--- src/rtl/regfile_pkg.sv ---
// Shared opcode encoding and default widths for the register-file ALU pipeline.
package regfile_pkg;

  localparam int ADDR_W_DEF = 3;
  localparam int DATA_W_DEF = 8;

  typedef enum logic [1:0] {
    OP_ADD = 2'd0,
    OP_SUB = 2'd1,
    OP_AND = 2'd2,
    OP_XOR = 2'd3
  } op_t;

endpackage

--- src/rtl/regfile_alu.sv ---
// Purely combinational ALU; every result wraps modulo 2**DATA_WIDTH with no flags.
import regfile_pkg::*;

module regfile_alu #(
  parameter int DATA_WIDTH = DATA_W_DEF
) (
  input  op_t                   op_i,
  input  logic [DATA_WIDTH-1:0] a_i,
  input  logic [DATA_WIDTH-1:0] b_i,
  output logic [DATA_WIDTH-1:0] y_o
);

  always_comb begin
    y_o = '0;
    unique case (op_i)
      OP_ADD:  y_o = a_i + b_i;
      OP_SUB:  y_o = a_i - b_i;
      OP_AND:  y_o = a_i & b_i;
      OP_XOR:  y_o = a_i ^ b_i;
      default: y_o = '0;
    endcase
  end

endmodule

--- src/rtl/regfile_alu_pipe.sv ---
// Two-stage operand-latch / result-latch ALU pipeline in front of an external register file.
// Handshake: a beat transfers on an edge where valid && ready; a producer holding valid keeps its payload stable.
import regfile_pkg::*;

module regfile_alu_pipe #(
  parameter int ADDR_WIDTH = ADDR_W_DEF,
  parameter int DATA_WIDTH = DATA_W_DEF
) (
  input  logic                  clk,
  input  logic                  rst,
  input  logic                  in_valid,
  output logic                  in_ready,
  input  op_t                   op,
  input  logic [ADDR_WIDTH-1:0] src0,
  input  logic [ADDR_WIDTH-1:0] src1,
  input  logic [ADDR_WIDTH-1:0] dst,
  output logic [ADDR_WIDTH-1:0] r_addr0,
  output logic [ADDR_WIDTH-1:0] r_addr1,
  input  logic [DATA_WIDTH-1:0] r_data0,
  input  logic [DATA_WIDTH-1:0] r_data1,
  output logic [ADDR_WIDTH-1:0] w_addr,
  output logic [DATA_WIDTH-1:0] w_data,
  output logic                  write_enable,
  output logic                  out_valid,
  input  logic                  out_ready,
  output logic [DATA_WIDTH-1:0] out_data,
  output logic [ADDR_WIDTH-1:0] out_dst
);

  logic                  s1_valid_q, s1_valid_d;
  op_t                   s1_op_q, s1_op_d;
  logic [DATA_WIDTH-1:0] s1_a_q, s1_a_d, s1_b_q, s1_b_d;
  logic [ADDR_WIDTH-1:0] s1_dst_q, s1_dst_d;
  logic                  s2_valid_q, s2_valid_d;
  logic [DATA_WIDTH-1:0] s2_data_q, s2_data_d;
  logic [ADDR_WIDTH-1:0] s2_dst_q, s2_dst_d;

  logic                  s2_free;
  logic [DATA_WIDTH-1:0] alu_y, fwd0, fwd1;

  regfile_alu #(.DATA_WIDTH(DATA_WIDTH)) u_alu (
    .op_i (s1_op_q),
    .a_i  (s1_a_q),
    .b_i  (s1_b_q),
    .y_o  (alu_y)
  );

  assign r_addr0  = src0;
  assign r_addr1  = src1;
  assign s2_free  = !s2_valid_q || out_ready;
  assign in_ready = !s1_valid_q || s2_free;

  assign out_valid    = s2_valid_q;
  assign out_data     = s2_data_q;
  assign out_dst      = s2_dst_q;
  assign write_enable = s2_valid_q && out_ready;
  assign w_addr       = s2_dst_q;
  assign w_data       = s2_data_q;

  // The youngest producer wins: S1 has not written yet, S2 writes only at this edge.
  always_comb begin
    fwd0 = r_data0;
    fwd1 = r_data1;
    if (s1_valid_q && s1_dst_q == src0)      fwd0 = alu_y;
    else if (s2_valid_q && s2_dst_q == src0) fwd0 = s2_data_q;
    if (s1_valid_q && s1_dst_q == src1)      fwd1 = alu_y;
    else if (s2_valid_q && s2_dst_q == src1) fwd1 = s2_data_q;
  end

  always_comb begin
    s1_valid_d = s1_valid_q;
    s1_op_d    = s1_op_q;
    s1_a_d     = s1_a_q;
    s1_b_d     = s1_b_q;
    s1_dst_d   = s1_dst_q;
    s2_valid_d = s2_valid_q;
    s2_data_d  = s2_data_q;
    s2_dst_d   = s2_dst_q;
    if (s2_free) begin
      s2_valid_d = s1_valid_q;
      if (s1_valid_q) begin
        s2_data_d = alu_y;
        s2_dst_d  = s1_dst_q;
      end
    end
    if (in_ready) begin
      s1_valid_d = in_valid;
      if (in_valid) begin
        s1_op_d  = op;
        s1_a_d   = fwd0;
        s1_b_d   = fwd1;
        s1_dst_d = dst;
      end
    end
  end

  always_ff @(posedge clk) begin
    if (rst) begin
      s1_valid_q <= 1'b0;
      s1_op_q    <= OP_ADD;
      s1_a_q     <= '0;
      s1_b_q     <= '0;
      s1_dst_q   <= '0;
      s2_valid_q <= 1'b0;
      s2_data_q  <= '0;
      s2_dst_q   <= '0;
    end else begin
      s1_valid_q <= s1_valid_d;
      s1_op_q    <= s1_op_d;
      s1_a_q     <= s1_a_d;
      s1_b_q     <= s1_b_d;
      s1_dst_q   <= s1_dst_d;
      s2_valid_q <= s2_valid_d;
      s2_data_q  <= s2_data_d;
      s2_dst_q   <= s2_dst_d;
    end
  end

endmodule

--- config.mk ---
export PLATFORM = sky130hd
export DESIGN_NAME = regfile_alu_pipe
export DESIGN_NICKNAME = d
export VERILOG_FILES = /design/src/rtl/regfile_pkg.sv /design/src/rtl/regfile_alu.sv /design/src/rtl/regfile_alu_pipe.sv
export SDC_FILE = /design/constraint.sdc
export NUM_CORES = 1
export LEC_CHECK = 0
export CAP_MARGIN = 20
export CELL_PAD_IN_SITES_DETAIL_PLACEMENT = 0
export CELL_PAD_IN_SITES_GLOBAL_PLACEMENT = 1
export CORE_MARGIN = 1.5
export CORE_UTILIZATION = 25
export CTS_CLUSTER_SIZE = 28
export DETAILED_ROUTE_END_ITERATION = 6
export PLACE_DENSITY = 0.63
export SYNTH_ARGS = -nofsm -noshare
export SYNTH_HDL_FRONTEND = slang
export SYNTH_HIERARCHICAL = 1
export SYNTH_SLANG_ARGS = --single-unit
export TNS_END_PERCENT = 100
--- constraint.sdc ---
create_clock -name clk -period 2.25 [get_ports clk]
set_input_delay 0.225 -clock clk [delete_from_list [all_inputs] [get_ports clk]]
set_output_delay 0.225 -clock clk [all_outputs]
set_load 0.1 [all_outputs]
* Word-level counts from Yosys, hierarchy flattened
Cells that the tools add are included.
W data, S select, Z words.
** Word-level totals
- Word-level logic and storage cells :: 36
- Register bits :: 34
- Bits of input ports :: 31
- ROM bits :: 0
- Memories :: 0
- Latch bits :: 0
- Memory bits (writable) :: 0
** Cells by class
- $lt $le $gt $ge :: 0
- Multiply operators :: 0
- Equality and inequality tests :: 7
- Reductions and logical operators :: 12
- Shift operators :: 0
- Mux-type cells :: 5
- Div/mod/pow operators :: 0
- $add $sub $neg :: 2
- Bitwise operators :: 2
** Operators by type and width (number)
- $mux W8 :: 4
- $pmux W8 S4 :: 1
- $eq A3 B3 Y1 :: 4
- $add A8 B8 Y8 :: 1
- $and A8 B8 Y8 :: 1
- $sub A8 B8 Y8 :: 1
- $xor A8 B8 Y8 :: 1
- $logic_and A1 B1 Y1 :: 5
- $eq A2 B2 Y1 const B :: 2
- $reduce_and A2 Y1 :: 2
- $eq A2 B1 Y1 const B :: 1
- $logic_not A1 Y1 :: 2
- $logic_not A2 Y1 :: 1
- $logic_or A1 B1 Y1 :: 2

* Longest topological paths before layout
- Word-level depth :: 4
- Gate-level depth with buffers :: 13
- Mapped depth without buffers :: 12

* By module
The synthesis kept the hierarchy.
** By module, submodules not included
- regfile_alu_pipe :: area each 1750.4 sq um, cells each 219, sequential area each 680.7 sq um, times used 1
- regfile_alu :: area each 724.4 sq um, cells each 91, sequential area each 0.0 sq um, times used 1

* Worst setup path after synthesis
Ideal clock, no wire load.
- Path type :: register to register
- From :: register s2_valid_q, in the netlist out_valid
- To :: register s1_a_q[1]
- Library setup time :: 69 ps
- Data arrival time :: 2750 ps
- Stages on the path, launching flop included :: 7
- Clock period less this slack :: 2819 ps
- Buffers on the path :: 2
- Path slack :: -569 ps
- Path through :: dfxtp_1 > buf_2 > nand3b_2 > a21oi_1 > buf_2 > nand2_1 > o21ai_1
** Between the ends
- Word-level cells in the longest chain between the ends :: 4
** Ends and longest elaborated chain
- from (decl) :: line regfile_alu_pipe.sv:34 : logic s2_valid_q, s2_valid_d;
- from (signal assigned) :: line regfile_alu_pipe.sv:113 : s2_valid_q <= s2_valid_d;
- $logic_not A1 Y1 :: line regfile_alu_pipe.sv:50 : assign s2_free = !s2_valid_q || out_ready;
- $logic_or A1 B1 Y1 :: line regfile_alu_pipe.sv:50
- $logic_or A1 B1 Y1 :: line regfile_alu_pipe.sv:51 : assign in_ready = !s1_valid_q || s2_free;
- named net in_ready :: line regfile_alu_pipe.sv:12 : output logic in_ready,
- $reduce_and A2 Y1 (no line)
- to (signal assigned) :: line regfile_alu_pipe.sv:101 : s1_a_q <= '0;
- to (signal assigned) :: line regfile_alu_pipe.sv:110 : s1_a_q <= s1_a_d;
- to (decl) :: line regfile_alu_pipe.sv:32 : logic [DATA_WIDTH-1:0] s1_a_q, s1_a_d, s1_b_q, s1_b_d;
The timed path passes the listed nets, and every way through them passes these cells.
A chain may end at the register's enable or synchronous reset.

* Worst setup path in the final report
- From :: register s1_op_q[0]
- To :: register s1_a_q[7]
** Between the ends
- Word-level cells in the longest chain between the ends :: 3
** Ends and longest elaborated chain
- from (decl) :: line regfile_alu_pipe.sv:31 : op_t s1_op_q, s1_op_d;
- from (signal assigned) :: line regfile_alu_pipe.sv:109 : s1_op_q <= s1_op_d;
- $eq A2 B2 Y1, or another cell as far along :: line regfile_alu.sv:15 : unique case (op_i)
- $pmux W8 S4 * :: line regfile_alu.sv:15
- named net alu_y[7] :: line regfile_alu_pipe.sv:39 : logic [DATA_WIDTH-1:0] alu_y, fwd0, fwd1;
- $mux W8 * :: line regfile_alu_pipe.sv:64 : if (s1_valid_q && s1_dst_q == src0) fwd0 = alu_y;
Mark *: on every way through the listed nets, which the timed path passes. The rest lies on a longest branch.

==> results.ini <==
[outcome]
status = finished, violations left
failed_checks = setup timing

[power]
combPwrFrac = 0.509
p_sw_frac = 0.432
cellLeakagePower_uw = 0.00157
p_int_uw = 1390
power_density_nw_per_um2 = 676
p_clk_frac = 0.203
seqPwrFrac = 0.288
p_sw_uw = 1050
vdd.ir_drop.worst_mv = 0.421

[global_route]
grt_max_degree = 19
grt_usage = 0.160
grt_pass1_wl_mm = 12.7
grt_overflow_total = 0
grt_pass1_vias = 2410
antenna_found_initial = 0

[synth]
async_flop_share = 0
yosys.area.top_type = dfxtp_1
ys.flop_type = dfxtp_1
synth_fp_nets = 358
yosysSeqAreaShare = 0.275
synth_top_area_share = 0.275
synthCells = 310
ys_ff_latch = 34
synth_edf_count = 0
avgSynthCellArea_um2 = 7.98
ys_types = 38
netlist_top_cells_area = dfxtp_1, ha_1, mux2i_1
yosys_warnings = 6
syn_area_um2 = 2470

[timing]
setup_viol_count_final = 10
fmax_mhz = 416
finalClockSkew_ps = 8.17
min_period_over_period = 1.07
rsz0062_at_grt = true
slew_headroom = 0.656
min_period_ps = 2400
finalSetupTns_ps = -851
finalWorstSetupSlack_ps = -152
drv_slew = 0
hold_viol = 0
worst_slew_pin_slew_ps = 514

[critical_path]
end_kind = flop
start_kind = flop
reg2reg_slack_ps = -150
cp_max_fo = 5
worstPathArrival_ps = 2620
crit_required_ps = 2470
crit_type = reg -> reg

[clock_tree]
cts_made_buffers = 5
clk_pin_slew_worst_paths_ps = 80
clock_latency_ps = 300
clkSinkCount = 34
clock-root-buffer = clkbuf_8
cts_hold_buf = 0
cts_tree = built
clock_path_buffers = 2
h-tree-depth = 2

[finish]
area_delta_synth_final_pct = 45.7
fillers = 1012
final_nets = 441
drive_gt1_frac = 0.315
final_area_um2 = 3600
diodes = 0
final_cells = 527

[floorplanning]
dieWidth_um = 102
die_y_um = 102
ios = 62
fp-row-count = 36
die-area_um2 = 10500
start_util = 0.256
core_um2 = 9680

[drt]
wirelength_mm = 8.09
first_pass_iters = 4
drc_errors = 0
avgViaCountPerCell = 4.67
postRouteAntennaNets = 0
wl_per_cell_um = 15.3
vias = 2460
drt-initial-drc-count = 114

[placed_design]
gp_congestion = 0.882
dp_cells = 514
port_buffers = 61
dp_slack_ps = -185
place_area_um2 = 3360
dp_hpwl_mm = 6.06

[min_path]
min-delay-path-class = reg -> reg

[flow_run]
maxCapViolCount = 0

[power by group through the flow]
stage               clock, uW  sequential, uW  combinational, uW
floorplan                   0             842                655
global placement            0             713               1120
detailed placement          0             715               1120
CTS                       497             702               1140
global route              527             709               1320
finish                    495             702               1240
[cells in the mapped netlist, drive strengths merged, types with 2 or more instances]
cell type and count:
a21o 4, a21oi 17, a221oi 17, a31oi 4, and4 3, buf 27
clkbuf 5, dfxtp 34, ha 16, inv 10, mux2i 18, nand2 32
nand3 6, nand3b 2, nand4 2, nor2 40, nor3 2, nor3b 2
o21ai 34, or4 2, xnor2 14, xor2 10
[logic make-up (layout without fill, tap and decap cells)]
kind of cell	count (synthesis)	in the layout	share of synthesized area
muxes	19	19	0.0773
buffers and inverters	42	126	0.0996
xor gates and xnor gates	24	24	0.0849
AOI/OAI and AO/OA	78	78	0.193
DFF	34	34	0.275
adders and majority gates	17	17	0.0890
and+or+nand+nor	96	96	0.182
[registers in the layout (all words and copies together) (netlist names)]
register	count
s1_b_q	8
out_valid	1
out_dst	3
out_data	8
s1_dst_q	3
s1_a_q	8
s1_valid_q	1
s1_op_q	2
[what timing repair did]
item,CTS,global route
gates resized for setup,8,22
setup endpoints to repair,14,16
buffers inserted,0,5
pin swaps,3,21
[layout by cell type (no fill, tap or decap), drive strengths merged, types with 10 or more instances in the layout]
master and count:
buf 78, nor2 40, dfxtp 34, o21ai 34
nand2 32, clkdlybuf4s50 30, mux2i 18, a221oi 17
a21oi 17, ha 16, xnor2 14, xor2 10
inv 10
[worst max-delay path: stages, from the launching register on]
cell and delay [ps]:
dfxtp_2 330, nor2b_4 220, buf_6 130, a31oi_4 30
xnor2_2 140, ha_1 290, a21o_1 200, a31o_2 270
a21oi_4 150, xnor2_2 90, mux2i_2 230, o21ai_1 110
o21ai_1 140
[per-stage QoR]
step / power (uW) / hold slack, ps / util
final: 2440 / 476 / 0.372
after global routing: 2560 / 496 / 0.372
after CTS: 2340 / 477 / 0.360
after detailed placement: 1830 / 466 / 0.347
after global placement: 1830 / 460 / 0.347
after floorplan: 1500 / 372 / -
[per-layer routing]
metal | wire (um) | track usage | share of wire
met1 | 3790 | 0.218 | 0.47
met4 | 132 | 0.0443 | 0.016
met5 | 0 | 0 | 0
met3 | 391 | 0.0244 | 0.048
met2 | 3770 | 0.264 | 0.47
[final cells by class]
type	instances	area (um2)	area share
Clock inverter	1	5.00	0.00139
Tap cell	133	166	0.0462
Clock buffer	7	86.3	0.0239
Inverter	10	37.5	0.0104
Timing Repair Buffer	108	918	0.255
Multi-Input combinational cell	234	1700	0.471
Sequential cell	34	694	0.193
[path summary, 6_finish.rpt]
path / startpoint / to / depth (start not counted)
worst min-delay path: s1_a_q[0] / s1_a_q[0] / 2
worst min register to register: s1_a_q[0] / s1_a_q[0] / 2
worst max-delay path: s1_op_q[0] / s1_a_q[7] / 12
worst max register to register: s1_op_q[0] / s1_a_q[7] / 12
Note: power is estimated with default switching activity, not from simulation.
